<file path="src/rtl/parallel_out_pkg.sv">
// Shared types for the parallel output bank: per-address access mode encoding.
package parallel_out_pkg;

    localparam int MODE_BITS = 2;

    typedef enum logic [MODE_BITS-1:0] {
        WM_WRITE = 2'b00,
        WM_SET   = 2'b01,
        WM_CLR   = 2'b10,
        WM_TGL   = 2'b11
    } wr_mode_t;

endpackage

</file>
<file path="src/rtl/parallel_out_bank_if.sv">
// CPU data bus view of the output bank: address/data/write plus decode feedback.
interface parallel_out_bank_if #(
    parameter int AW = 8,
    parameter int W  = 8
);
    logic          we;
    logic [AW-1:0] address;
    logic [W-1:0]  regData;
    logic [W-1:0]  rdData;
    logic          hit;
    logic          wren;

    modport master (
        output we, address, regData,
        input  rdData, hit, wren
    );

    modport slave (
        input  we, address, regData,
        output rdData, hit, wren
    );
endinterface

</file>
<file path="src/rtl/parallel_out_chan.sv">
// One output channel: value register with set/clear/toggle access, optional
// auto-clearing pulse timer, and a change strobe aligned with the new value.
module parallel_out_chan
    import parallel_out_pkg::*;
#(
    parameter int W         = 8,
    parameter int PULSE_LEN = 16
) (
    input  logic         clk,
    input  logic         rst_n,
    input  logic         wr,
    input  wr_mode_t     mode,
    input  logic [W-1:0] wdata,
    input  logic         pulse_en,
    output logic [W-1:0] value,
    output logic         upd
);

    localparam int CW = $clog2(PULSE_LEN + 1);

    logic [W-1:0]  val_r;
    logic [W-1:0]  val_next_s;
    logic [W-1:0]  result_s;
    logic [CW-1:0] cnt_r;
    logic [CW-1:0] cnt_next_s;
    logic          upd_r;

    // Access-mode arithmetic on the current value.
    always_comb begin
        result_s = val_r;
        case (mode)
            WM_WRITE: result_s = wdata;
            WM_SET:   result_s = val_r | wdata;
            WM_CLR:   result_s = val_r & ~wdata;
            WM_TGL:   result_s = val_r ^ wdata;
            default:  result_s = val_r;
        endcase
    end

    // Next value and pulse counter; a write outranks expiry on the same edge.
    always_comb begin
        val_next_s = val_r;
        cnt_next_s = cnt_r;
        if (wr) begin
            val_next_s = result_s;
            if (pulse_en && (result_s != {W{1'b0}})) begin
                cnt_next_s = CW'(PULSE_LEN);
            end else begin
                cnt_next_s = {CW{1'b0}};
            end
        end else if (!pulse_en) begin
            cnt_next_s = {CW{1'b0}};
        end else if (cnt_r == CW'(1)) begin
            val_next_s = {W{1'b0}};
            cnt_next_s = {CW{1'b0}};
        end else if (cnt_r != {CW{1'b0}}) begin
            cnt_next_s = cnt_r - CW'(1);
        end else begin
            cnt_next_s = cnt_r;
        end
    end

    // Channel state and change strobe.
    always_ff @(posedge clk or negedge rst_n) begin
        if (!rst_n) begin
            val_r <= {W{1'b0}};
            cnt_r <= {CW{1'b0}};
            upd_r <= 1'b0;
        end else begin
            val_r <= val_next_s;
            cnt_r <= cnt_next_s;
            upd_r <= (val_next_s != val_r);
        end
    end

    assign value = val_r;
    assign upd   = upd_r;

endmodule

</file>
<file path="src/rtl/parallel_out_bank.sv">
// Memory-mapped bank of N output channels plus a pulse-enable CTRL register,
// decoded from a 4*N+1 address window starting at BASE_ADDR.
module parallel_out_bank
    import parallel_out_pkg::*;
#(
    parameter int          W         = 8,
    parameter int          N         = 4,
    parameter int          AW        = 8,
    parameter int unsigned BASE_ADDR = 8'hE0,
    parameter int          PULSE_LEN = 16
) (
    input  logic                clk,
    input  logic                rst_n,
    parallel_out_bank_if.slave  bus,
    output logic [N*W-1:0]      dataOut,
    output logic [N-1:0]        upd
);

    localparam int IW = (N > 1) ? $clog2(N) : 1;
    localparam logic [AW-1:0] BASE     = AW'(BASE_ADDR);
    localparam logic [AW-1:0] CTRL_OFF = AW'(4 * N);

    if ((BASE_ADDR % 4) != 0) begin : g_bad_base_align
        $error("parallel_out_bank: BASE_ADDR must be a multiple of 4");
    end
    if ((BASE_ADDR + 4 * N) >= (2 ** AW)) begin : g_bad_window
        $error("parallel_out_bank: address window exceeds the address space");
    end
    if ((N < 1) || (N > 16) || (PULSE_LEN < 1)) begin : g_bad_params
        $error("parallel_out_bank: N must be 1..16 and PULSE_LEN >= 1");
    end

    logic [AW-1:0] off_s;
    logic          chan_hit_s;
    logic          ctrl_hit_s;
    logic [IW-1:0] chan_idx_s;
    wr_mode_t      mode_s;
    logic [N-1:0]  ctrl_r;
    logic [N-1:0]  ctrl_next_s;
    logic [N-1:0]  ctrl_wdata_s;
    logic [W-1:0]  ctrl_rd_s;
    logic [W-1:0]  chan_val_s [N];
    logic [W-1:0]  rd_data_s;

    // Window offset wraps for addresses below BASE, so they decode as misses.
    assign off_s      = bus.address - BASE;
    assign chan_hit_s = (off_s < CTRL_OFF);
    assign ctrl_hit_s = (off_s == CTRL_OFF);
    assign chan_idx_s = off_s[2 +: IW];
    assign mode_s     = wr_mode_t'(off_s[MODE_BITS-1:0]);

    assign bus.hit  = chan_hit_s | ctrl_hit_s;
    assign bus.wren = bus.we & (chan_hit_s | ctrl_hit_s);

    for (genvar b = 0; b < N; b++) begin : g_ctrl_wdata
        if (b < W) begin : g_bit
            assign ctrl_wdata_s[b] = bus.regData[b];
        end else begin : g_zero
            assign ctrl_wdata_s[b] = 1'b0;
        end
    end

    for (genvar b = 0; b < W; b++) begin : g_ctrl_rd
        if (b < N) begin : g_bit
            assign ctrl_rd_s[b] = ctrl_r[b];
        end else begin : g_zero
            assign ctrl_rd_s[b] = 1'b0;
        end
    end

    // Next CTRL value; channels see it so a clearing write stops a pulse at once.
    always_comb begin
        ctrl_next_s = ctrl_r;
        if (bus.wren && ctrl_hit_s) begin
            ctrl_next_s = ctrl_wdata_s;
        end else begin
            ctrl_next_s = ctrl_r;
        end
    end

    // CTRL register.
    always_ff @(posedge clk or negedge rst_n) begin
        if (!rst_n) begin
            ctrl_r <= {N{1'b0}};
        end else begin
            ctrl_r <= ctrl_next_s;
        end
    end

    for (genvar i = 0; i < N; i++) begin : g_chan
        logic chan_wr_s;
        assign chan_wr_s = bus.wren && chan_hit_s && (chan_idx_s == IW'(i));

        parallel_out_chan #(
            .W         (W),
            .PULSE_LEN (PULSE_LEN)
        ) u_chan (
            .clk      (clk),
            .rst_n    (rst_n),
            .wr       (chan_wr_s),
            .mode     (mode_s),
            .wdata    (bus.regData),
            .pulse_en (ctrl_next_s[i]),
            .value    (chan_val_s[i]),
            .upd      (upd[i])
        );

        assign dataOut[i*W +: W] = chan_val_s[i];
    end

    // Readback mux: any of a channel's four mode addresses returns its value.
    always_comb begin
        rd_data_s = {W{1'b0}};
        if (chan_hit_s) begin
            rd_data_s = chan_val_s[chan_idx_s];
        end else if (ctrl_hit_s) begin
            rd_data_s = ctrl_rd_s;
        end else begin
            rd_data_s = {W{1'b0}};
        end
    end

    assign bus.rdData = rd_data_s;

endmodule

</file>
<file path="src/flat_wrapper.sv">
// flat-port wrapper written by rule: the top's interface ports become plain ports
module parallel_out_bank_flat import parallel_out_pkg::*;
#(
    parameter int          W         = 8,
    parameter int          N         = 4,
    parameter int          AW        = 8,
    parameter int unsigned BASE_ADDR = 8'hE0,
    parameter int          PULSE_LEN = 16
)
  (clk, rst_n, dataOut, upd, bus_we, bus_address, bus_regData, bus_rdData, bus_hit, bus_wren);
  parallel_out_bank_if #(.AW(AW), .W(W)) bus_i ();
  input  logic clk;
  input  logic rst_n;
  output logic [N*W-1:0] dataOut;
  output logic [N-1:0] upd;
  input wire logic [$bits(bus_i.we)-1:0] bus_we;
  input wire logic [$bits(bus_i.address)-1:0] bus_address;
  input wire logic [$bits(bus_i.regData)-1:0] bus_regData;
  output wire logic [$bits(bus_i.rdData)-1:0] bus_rdData;
  output wire logic [$bits(bus_i.hit)-1:0] bus_hit;
  output wire logic [$bits(bus_i.wren)-1:0] bus_wren;
  assign bus_i.we = bus_we;
  assign bus_i.address = bus_address;
  assign bus_i.regData = bus_regData;
  assign bus_rdData = bus_i.rdData;
  assign bus_hit = bus_i.hit;
  assign bus_wren = bus_i.wren;
  parallel_out_bank #(.W(W), .N(N), .AW(AW), .BASE_ADDR(BASE_ADDR), .PULSE_LEN(PULSE_LEN)) u_core (.clk(clk), .rst_n(rst_n), .bus(bus_i), .dataOut(dataOut), .upd(upd));
endmodule
</file>
<file path="config.mk">
export PLATFORM = sky130hd
export DESIGN_NAME = parallel_out_bank_flat
export DESIGN_NICKNAME = d
export VERILOG_FILES = /design/src/rtl/parallel_out_pkg.sv /design/src/rtl/parallel_out_bank_if.sv /design/src/rtl/parallel_out_chan.sv /design/src/rtl/parallel_out_bank.sv /design/src/flat_wrapper.sv
export SDC_FILE = /design/constraint.sdc
export NUM_CORES = 1
export LEC_CHECK = 0
export CELL_PAD_IN_SITES_DETAIL_PLACEMENT = 0
export CELL_PAD_IN_SITES_GLOBAL_PLACEMENT = 1
export CORE_ASPECT_RATIO = 1.1
export CORE_MARGIN = 5
export CORE_UTILIZATION = 45
export CTS_BUF_LIST = sky130_fd_sc_hd__clkbuf_4 sky130_fd_sc_hd__clkbuf_8 sky130_fd_sc_hd__clkbuf_16
export CTS_CLUSTER_DIAMETER = 30
export CTS_CLUSTER_SIZE = 8
export DETAILED_ROUTE_END_ITERATION = 12
export DONT_BUFFER_PORTS = 1
export GPL_ROUTABILITY_DRIVEN = 0
export MAX_ROUTING_LAYER = met4
export PLACE_DENSITY = 0.85
export SETUP_SLACK_MARGIN = 0.3
export SLEW_MARGIN = 20
export SYNTH_ARGS = -nofsm -noshare
export SYNTH_HDL_FRONTEND = slang
export SYNTH_SLANG_ARGS = --single-unit
export TNS_END_PERCENT = 10
</file>
<file path="constraint.sdc">
create_clock -name clk -period 3.66 [get_ports clk]
set_input_delay 0.549 -clock clk [delete_from_list [all_inputs] [get_ports clk]]
set_output_delay 0.549 -clock clk [all_outputs]
set_load 0.01 [all_outputs]
</file>
# [Word level (Yosys, flattened, before mapping)]
# Cells that the tools add are included.
[totals] in_bits=19 word_cells=117 out_inout_bits=46 reg_bits=60
[classes] bitwise_logic=16 add_sub_neg=5 eq_ne=19 n_reduce_logical=20 order_cmp=2 n_mux=42
[op_table] cell="8-bit case mux with 4 select lines" count=4
[op_table] cell="8-bit two-way mux" count=15
[op_table] cell="5-bit two-way mux" count=20
[op_table] cell="8-bit AND" count=4
[op_table] cell="8-bit inequality test" count=4
[op_table] cell="8-bit bitwise OR" count=4
[op_table] cell="8-bit nonzero test" count=4
[op_table] cell="8-bit bitwise XOR" count=4
[op_table] cell="5-bit by 1-bit == test with 1-bit output (second input constant)" count=4
[op_table] cell="5-bit nonzero test" count=4
[op_table] cell="5-bit by 1-bit subtractor with 5-bit output (second input constant)" count=4
[op_table] cell="8-bit binary-select mux with 2-bit select" count=1
[op_table] cell="4-bit inequality test (second input constant)" count=4
[op_table] cell="1-bit logical AND" count=10
[op_table] cell="2-bit == test (second input constant)" count=4
[op_table] cell="8-bit by 5-bit == test with 1-bit output (second input constant)" count=1
[op_table] cell="8-bit by 5-bit less-than comparator with 1-bit output (second input constant)" count=1
[op_table] cell="4-bit two-way mux" count=2
[op_table] cell="8-bit NOT" count=1
[op_table] cell="8-bit subtractor (second input constant)" count=1
[op_table] cell="2-bit by 1-bit == test with 1-bit output (second input constant)" count=2
[op_table] cell="2-bit logical NOT" count=2
[op_table] cell="3-bit >= comparator (second input constant)" count=1
[op_table] cell="2-bit NOT with 3-bit output" count=1
[op_table] cell="2 further kinds" count=2

# [Longest topological paths before layout]
# Gate-level depths: netlist (run 1).
[depth] ltp_word=9 ltp_mapped=10

# [By module]
# From an unflattened synthesis (run 1), not the netlist that was laid out.
[unflattened] hier_cells=649 hier_area_um2=5933.2
[modules_own_cells] mod="parallel_out_chan at u_core.g_chan[2].u_chan ..." area_per_inst_um2=1337.5 instances=2 cells_per_inst=149
[modules_own_cells] mod="parallel_out_chan at u_core.g_chan[0].u_chan ..." area_per_inst_um2=1317.5 instances=2 cells_per_inst=146
[modules_own_cells] mod="parallel_out_bank" area_per_inst_um2=623.1 instances=1 cells_per_inst=59

# [Worst setup path after synthesis (run 1)]
# No wires, ideal clock.
[synth_path] path_type="in2reg" start="in bus_address[5]" end="reg u_core.g_chan[1].u_chan.upd_r" setup_ns=0.141 arrival_time_ns=2.318 setup_slack_ns=1.201 n_path_buf=1 stages=9 path_cell_list="ha_1 > xnor2_1 > and4b_1 > buf_6 > mux2_4 > a21oi_1 > o22ai_1 > a311oi_2 > o2111ai_1"
[synth_via] elab_chain_len=9 elab_cells_between_ends=12 classes_between="add/sub: 1; order compare: 1; eq/ne: 2; mux: 3; bitwise: 2; reduce/logical: 3"
[synth_lines] element="from (decl)" line="flat_wrapper.sv:17" text="input wire logic [$bits(bus_i.address)-1:0] bus_address;"
[synth_lines] element="8-bit subtractor (*)" line="parallel_out_bank.sv:46" text="assign off_s = bus.address - BASE;"
[synth_lines] element="8-bit by 5-bit less-than comparator with 1-bit output or 8-bit by 5-bit == test with 1-bit output (tied branches)" line="parallel_out_bank.sv:47, parallel_out_bank.sv:48"
[synth_lines] element="1-bit bitwise OR" line="parallel_out_bank.sv:53" text="assign bus.wren = bus.we & (chan_hit_s | ctrl_hit_s);"
[synth_lines] element="1-bit AND" line="parallel_out_bank.sv:53"
[synth_lines] element="1-bit logical AND (*)" line="parallel_out_bank.sv:74" text="if (bus.wren && ctrl_hit_s) begin"
[synth_lines] element="4-bit two-way mux (*)" line="parallel_out_bank.sv:74"
[synth_lines] element="named net u_core.g_chan[1].u_chan.pulse_en" line="parallel_out_chan.sv:14" text="input logic pulse_en,"
[synth_lines] element="8-bit two-way mux (*)" line="parallel_out_chan.sv:51" text="end else if (!pulse_en) begin"
[synth_lines] element="8-bit two-way mux (*)" line="parallel_out_chan.sv:44" text="if (wr) begin"
[synth_lines] element="8-bit inequality test (*)" line="parallel_out_chan.sv:72" text="upd_r <= (val_next_s != val_r);"
[synth_lines] element="to (signal assigned)" line="parallel_out_chan.sv:72"
[synth_lines] element="to (decl)" line="parallel_out_chan.sv:26" text="logic upd_r;"
# The timed path passes the listed nets; every way through them passes the cells marked *.
# A chain may end at the register's enable or synchronous reset.

# [Worst setup path after layout (run 1)]
[layout_path] start="in bus_address[5]" end="out bus_wren"
[layout_via] elab_chain_len=4 elab_cells_between_ends=5 classes_between="add/sub: 1; order compare: 1; eq/ne: 1; bitwise: 2"
[layout_lines] element="8-bit subtractor (*)" line="parallel_out_bank.sv:46"
[layout_lines] element="8-bit by 5-bit less-than comparator with 1-bit output or 8-bit by 5-bit == test with 1-bit output (tied branches)" line="parallel_out_bank.sv:47, parallel_out_bank.sv:48"
[layout_lines] element="1-bit bitwise OR (*)"
[layout_lines] element="named net bus_hit" line="flat_wrapper.sv:20" text="output wire logic [$bits(bus_i.hit)-1:0] bus_hit;"
[layout_lines] element="1-bit AND (*)" line="parallel_out_bank.sv:53"
[layout_lines] element="to (decl)" line="flat_wrapper.sv:21" text="output wire logic [$bits(bus_i.wren)-1:0] bus_wren;"
# Marks and branches as above.

==> impl_metrics.py, run 1 <==
metrics = {
    "status": {
        "status": "completed",
    },
    "layout": {
        "num_antenna_cells": 0,
        "post-route-util": 0.483,
        "area.growth.synth_to_final_pct": 6.01,
        "nets": 713,
        "drive_gt1_frac": 0.115,
        "stdcell_area_sq_um": 6050,
        "post_layout_nonfiller_instances": 783,
    },
    "power_and_ir_drop": {
        "p_int_mw": 1.48,
        "p_seq_frac": 0.400,
        "p_comb_frac": 0.244,
        "max-vdd-ir-drop_v": 0.000303,
        "switchingPower_mw": 0.761,
        "swShare": 0.340,
        "powerDensity_nw_per_um2": 370,
        "power.leakage_nw": 2.77,
        "power_frac_clock": 0.356,
        "p_total_mw": 2.24,
    },
    "route": {
        "wirelength_um": 16200,
        "dr_wl_met2_um": 7700,
        "remaining_drc_errors": 0,
        "viasPerCell": 6.22,
        "drt_iter0_markers": 504,
        "wl_per_cell_um": 20.7,
        "firstDrtPassIters": 6,
        "routed.top_layer": "met4",
        "wl_met3_um": 1210,
        "via_count": 4871,
        "wl_met1_um": 6770,
        "ant_nets": 0,
    },
    "grt": {
        "grt_usage": 0.223,
        "antenna_found_initial": 0,
        "grt_pass1_vias": 4728,
        "grt_start_max_net_pins": 68,
        "gr-total-overflow": 0,
        "grt_first_pass_wirelength_um": 25800,
    },
    "sta": {
        "tightest_slew_ns": 0.788,
        "max_slew_margin": 0.470,
        "tns_ns": 0,
        "min_period_ns": 2.56,
        "drv_slew": 0,
        "rsz0062_at_grt": "false",
        "skew_ns": 0.00662,
        "max_clock_freq_mhz": 390,
        "worst_slack_ns": 1.10,
        "fin_crit_sh": 0.700,
        "finalHoldViolations": 0,
        "setup_viol": 0,
        "holdWs_ns": 0.0836,
    },
    "synth": {
        "synth_ff_type": "dfrtp_1",
        "yosys.area.top_type": "dfrtp_1",
        "synth_area_per_cell_sq_um": 8.99,
        "ys_types": 68,
        "synth.cell_area_sq_um": 5710,
        "yosysWarningCount": 0,
        "synth-edff-count": 0,
        "netlist_instances": 635,
        "yosysMostFrequentCell": "ha_1",
        "synth_top_area_frac": 0.263,
        "synth_common_cells": "ha_1 (73), nand2_1 (70), inv_1 (67), dfrtp_1 (60), o21ai_0 (42)",
        "synthArstFlopShare": 1.00,
        "synth_seq_area_share": 0.263,
        "synth_area_leaders": "dfrtp_1 (26%), ha_1 (16%), mux4_2 (7.9%)",
        "synth-seq-cells": 60,
        "synthesis.nets": 727,
    },
    "place": {
        "dp_hpwl_um": 12000,
        "place_ws_ns": 0.817,
        "place_area_sq_um": 5740,
        "io_buffers": 0,
        "placedCellCount": 766,
    },
    "clock_tree": {
        "htreeDepth": 3,
        "clk_path_buf_depth": 2,
        "cts-root-buf": "clkbuf_16",
        "cts_resized": 0,
        "path_clk_slew_ns": 0.05,
        "insertion_delay_ns": 0.34,
        "cts_sinks": 60,
        "cts_tree": "yes",
        "numCtsBuffers": 9,
    },
    "floorplan": {
        "die_w_um": 117,
        "die_area_sq_um": 15000,
        "placement_rows": 43,
        "core_area_sq_um": 12500,
        "initial_utilization": 0.455,
        "io_pins": 65,
        "chipHeight_um": 128,
    },
    "critical_path": {
        "arrival_ns": 2.01,
        "crit_path_start_kind": "input port",
        "crit_required_ns": 3.11,
        "critPathCaptureType": "primary output",
        "worstSetupPathType": "input port to primary output",
        "cp_max_fo": 8,
    },
    "min_path": {
        "hold_class": "input port to asynchronous set/reset pin",
    },
    "job": {
        "maxCapViolCount": 0,
    },
}
==> worst paths after layout <==
path                                                   from                          endpoint  slack, ns  cells past startpoint
setup / recovery                             bus_address[5]                          bus_wren       1.10                      5
hold / removal                                        rst_n       u_core.g_chan[1].u_chan.upd       0.08                      1
setup reg to reg           u_core.g_chan[1].u_chan.value[0]       u_core.g_chan[1].u_chan.upd       1.17                      8
hold reg to reg            u_core.g_chan[1].u_chan.cnt_r[3]  u_core.g_chan[1].u_chan.cnt_r[3]       0.53                      1
max in group asynchronous                             rst_n  u_core.g_chan[2].u_chan.value[3]       3.30                      1
min in group clk                             bus_address[2]  u_core.g_chan[2].u_chan.value[3]       0.40                      3
==> flip-flops by register name, summed over array words and instances, names as in the netlist <==
register                    flops
u_core.g_chan.u_chan.value     32
u_core.g_chan.u_chan.cnt_r     20
u_core.ctrl_r                   4
u_core.g_chan.u_chan.upd        4
==> final cells by class <==
class                           count  area [sq um]
Timing Repair Buffer                2          35.0
Sequential cell                    60          1500
Clock buffer                       14           269
Fill cell                        1164          6490
Clock inverter                      2          10.0
Multi-Input combinational cell    480          3780
Inverter                           68           255
Tap cell                          157           196
==> cell usage in the layout (no fill, tap or decap), types with 7 or more instances in the layout <==
cell type	n
xnor2_1	12
nand2_1	70
a22o_1	15
o21ai_0	42
a211oi_1	9
inv_1	67
nand3_1	23
nand2b_1	7
nor4_1	7
clkbuf_16	9
nor3_1	18
dfrtp_1	60
mux2_2	14
nor2_1	37
ha_1	73
mux2i_1	15
a21oi_1	26
nand4_1	9
mux4_2	20
==> metal layers <==
metal / GRT usage / vias up
met1: 0.263 / 2397
li1: - / 2266
met2: 0.349 / 162
met3: 0.0724 / 46
met5: - / -
met4: 0.0962 / 0
==> what timing repair did <==
item / 4_1_cts / 5_1_grt
buffers inserted: 0 / 0
endpoints found under the hold margin: 60 / 0
hold buffers: 1 / 0
==> critical path, cell delays in order <==
cell    delay (ns)
ha_1          0.31
or3b_2        0.51
nor2_2        0.26
or2_2         0.21
and2_1        0.18
==> power by group through the flow <==
stage	Combinational (mW)	Sequential (mW)	Clock (mW)
finish	0.546	0.894	0.797
global route	0.615	0.903	0.849
CTS	0.544	0.892	0.814
detailed placement	0.521	0.903	0
global placement	0.499	0.901	0
floorplan	0.447	0.830	0
==> logic make-up (layout without fill, tap and decap cells) <==
group | after synthesis | count (layout) | synth area share
flip-flops | 60 | 60 | 0.263
buffers and inverters | 95 | 86 | 0.0741
adder cells (fa/ha/maj) | 73 | 73 | 0.160
AND/OR/NAND/NOR | 203 | 203 | 0.177
multiplexers | 50 | 50 | 0.135
XOR/XNOR | 13 | 13 | 0.0200
AO/OA/AOI/OAI | 141 | 141 | 0.170
(Power assumes the default switching activity.)
==> run 2: changes to the inputs <==
- clock period: 3.66 -> 2.44 ns (I/O delays scaled with it)
==> run 2 against run 1 <==
  * Sequential share of layout area shrank 2.0 points
  * Final area grew 9.4%
  * Clock power grew 63%
  * Hold slack gained 0.17 ns
  * Wire length grew 6.1%
  * Highest routed layer unchanged
  * Register-to-register slack lost 0.96 ns
  * Setup slack lost 0.88 ns
  * Clock skew grew 0.0012 ns
  * Non-clock buffer count grew 58
==> impl_metrics.py, run 2 (same netlist as run 1, synthesis figures left out) <==
metrics = {
    "critical_path": {
        "cp_common_cell": "buf_4",
        "r2r-end": "u_core.g_chan[0].u_chan.upd",
        "critical_path.cell_chain": "buf_4, ha_1, mux4_2, buf_4, xnor2_1, nor3_2, nand4_1, o41ai_1, a31oi_1",
        "arrival_ns": 2.44,
        "reg2reg_from": "u_core.g_chan[0].u_chan.value[4]",
        "critPathCapture": "u_core.g_chan[0].u_chan.upd",
        "r2r_cells": 9,
        "crit_path_start_kind": "flip-flop",
        "crit_cells": 9,
        "reg2reg_slack_ns": 0.21,
        "critPathSlowestCell": "mux4_2",
        "critPathMaxStageDelay_ns": 0.47,
        "critPathTopFamily": "multiplexers",
        "worstSetupPathType": "flip-flop to flip-flop",
        "critPathCaptureType": "flip-flop",
        "crit_required_ns": 2.66,
        "crit_start": "u_core.g_chan[0].u_chan.value[4]",
        "crit_buf_inv": 2,
        "cp_max_fo": 4,
    },
    "clock_tree": {
        "cts_sinks": 60,
        "htreeDepth": 3,
        "clk_path_buf_depth": 2,
        "cts_tree": "yes",
        "path_clk_slew_ns": 0.05,
        "insertion_delay_ns": 0.34,
        "cts-root-buf": "clkbuf_16",
        "numCtsBuffers": 9,
    },
    "route": {
        "ant_nets": 0,
        "drt_iter0_markers": 478,
        "via_count": 5165,
        "wirelength_um": 17200,
        "firstDrtPassIters": 5,
        "remaining_drc_errors": 0,
        "wl_per_cell_um": 20.5,
        "viasPerCell": 6.15,
    },
    "floorplan": {
        "die_w_um": 117,
        "initial_utilization": 0.455,
        "core_area_sq_um": 12500,
        "placement_rows": 43,
        "chipHeight_um": 128,
        "die_area_sq_um": 15000,
        "io_pins": 65,
    },
    "layout": {
        "final_cell_mix": "ha_1 (73), nand2_1 (70), inv_1 (65)",
        "largest_reg_flops": 32,
        "stdcell_area_sq_um": 6620,
        "drive_gt1_frac": 0.220,
        "num_antenna_cells": 0,
        "nets": 771,
        "area.growth.synth_to_final_pct": 16.0,
        "layout_commonest_cell": "ha_1",
    },
    "grt": {
        "gr-total-overflow": 0,
        "antenna_found_initial": 0,
        "grt_pass1_vias": 5196,
        "grt_first_pass_wirelength_um": 27600,
        "grt_start_max_net_pins": 68,
        "grt_usage": 0.237,
    },
    "sta": {
        "min_period_ns": 2.23,
        "tightest_slew_ns": 0.735,
        "drv_slew": 0,
        "finalHoldViolations": 0,
        "skew_ns": 0.00780,
        "max_clock_freq_mhz": 449,
        "fin_crit_sh": 0.912,
        "worst_slack_ns": 0.215,
        "max_slew_margin": 0.505,
        "setup_viol": 0,
        "holdWs_ns": 0.258,
        "rsz0062_at_grt": "true",
        "tns_ns": 0,
    },
    "place": {
        "dp_hpwl_um": 13100,
        "place_area_sq_um": 6180,
        "io_buffers": 0,
        "place_ws_ns": 0.0764,
    },
    "job": {
        "maxCapViolCount": 0,
    },
    "power_and_ir_drop": {
        "p_total_mw": 3.66,
        "max-vdd-ir-drop_v": 0.000381,
        "powerDensity_nw_per_um2": 553,
        "power.leakage_nw": 3.09,
    },
    "min_path": {
        "hold_class": "input port to flip-flop",
    },
    "status": {
        "status": "completed",
    },
}
## run 2: cell types whose count changed in the layout (fill, tap and decap cells not counted), moves of 4 or more
cell,before,now
clkbuf_4,4,0
a21oi_2,0,4
dfrtp_2,0,6
a21oi_1,26,22
dfrtp_1,60,54
buf_4,1,57
## run 2: worst min-delay path by stage
stage | start | to | slack [ns] | cells after the start
floorplan | rst_n | u_core.ctrl_r[0] | 0.07 | 0
global placement | rst_n | u_core.g_chan[3].u_chan.value[5] | 0.07 | 0
detailed placement | rst_n | u_core.g_chan[1].u_chan.value[7] | 0.07 | 0
CTS | bus_address[2] | u_core.g_chan[2].u_chan.value[5] | 0.25 | 3
global route | bus_regData[0] | u_core.ctrl_r[0] | 0.26 | 1
finish | bus_address[2] | u_core.g_chan[2].u_chan.value[5] | 0.26 | 3
## run 2: cell type report
type | instances | area, sq um
inverters | 68 | 255
repair buffers | 60 | 485
clock buffers | 11 | 253
multi-input cells | 480 | 3870
well taps | 157 | 196
clock inverters | 4 | 48.8
flip-flops and latches | 60 | 1510
fillers | 1169 | 5920
## run 2: per-layer routing
metal	vias up	GRT usage	routed length (um)
met5	-	-	0
met4	0	0.110	616
met3	44	0.0684	1680
met2	234	0.375	8110
met1	2502	0.281	6820
li1	2385	-	-
## run 2: repair_timing
action	in CTS	in global routing
pin swaps	4	5
resized for setup	13	8
endpoints found under the setup margin	8	12
buffers inserted	4	0
hold buffers	2	0
hold endpoints to repair	60	0
## run 2: worst min-delay path, delay by kind of cell
kind             cells  cell delay [ns]
and+or+nand+nor      3             0.20
## run 2: where the power goes
part / switching [mW] / internal (mW) / leakage (nW) / total, mW
logic: 0.645 / 0.515 / 2.13 / 1.16
clock network: 0.463 / 0.837 / 0.151 / 1.30
registers: 0.118 / 1.08 / 0.810 / 1.20
total: 1.23 / 2.44 / 3.09 / 3.66
## run 2: through the flow
| step | utilization | std cells |
|---|---|---|
| finish | 0.528 | 840 |
| global route | 0.528 | 840 |
| CTS | 0.525 | 840 |
| detailed placement | 0.493 | 819 |
| global placement | 0.493 | 819 |
| floorplan | - | 635 |
==> run 3: changes to the inputs <==
- SLEW_MARGIN: 20 -> 10
==> results of run 3 <==
No change in the layout: final DEF, timing and power equal those of run 2.
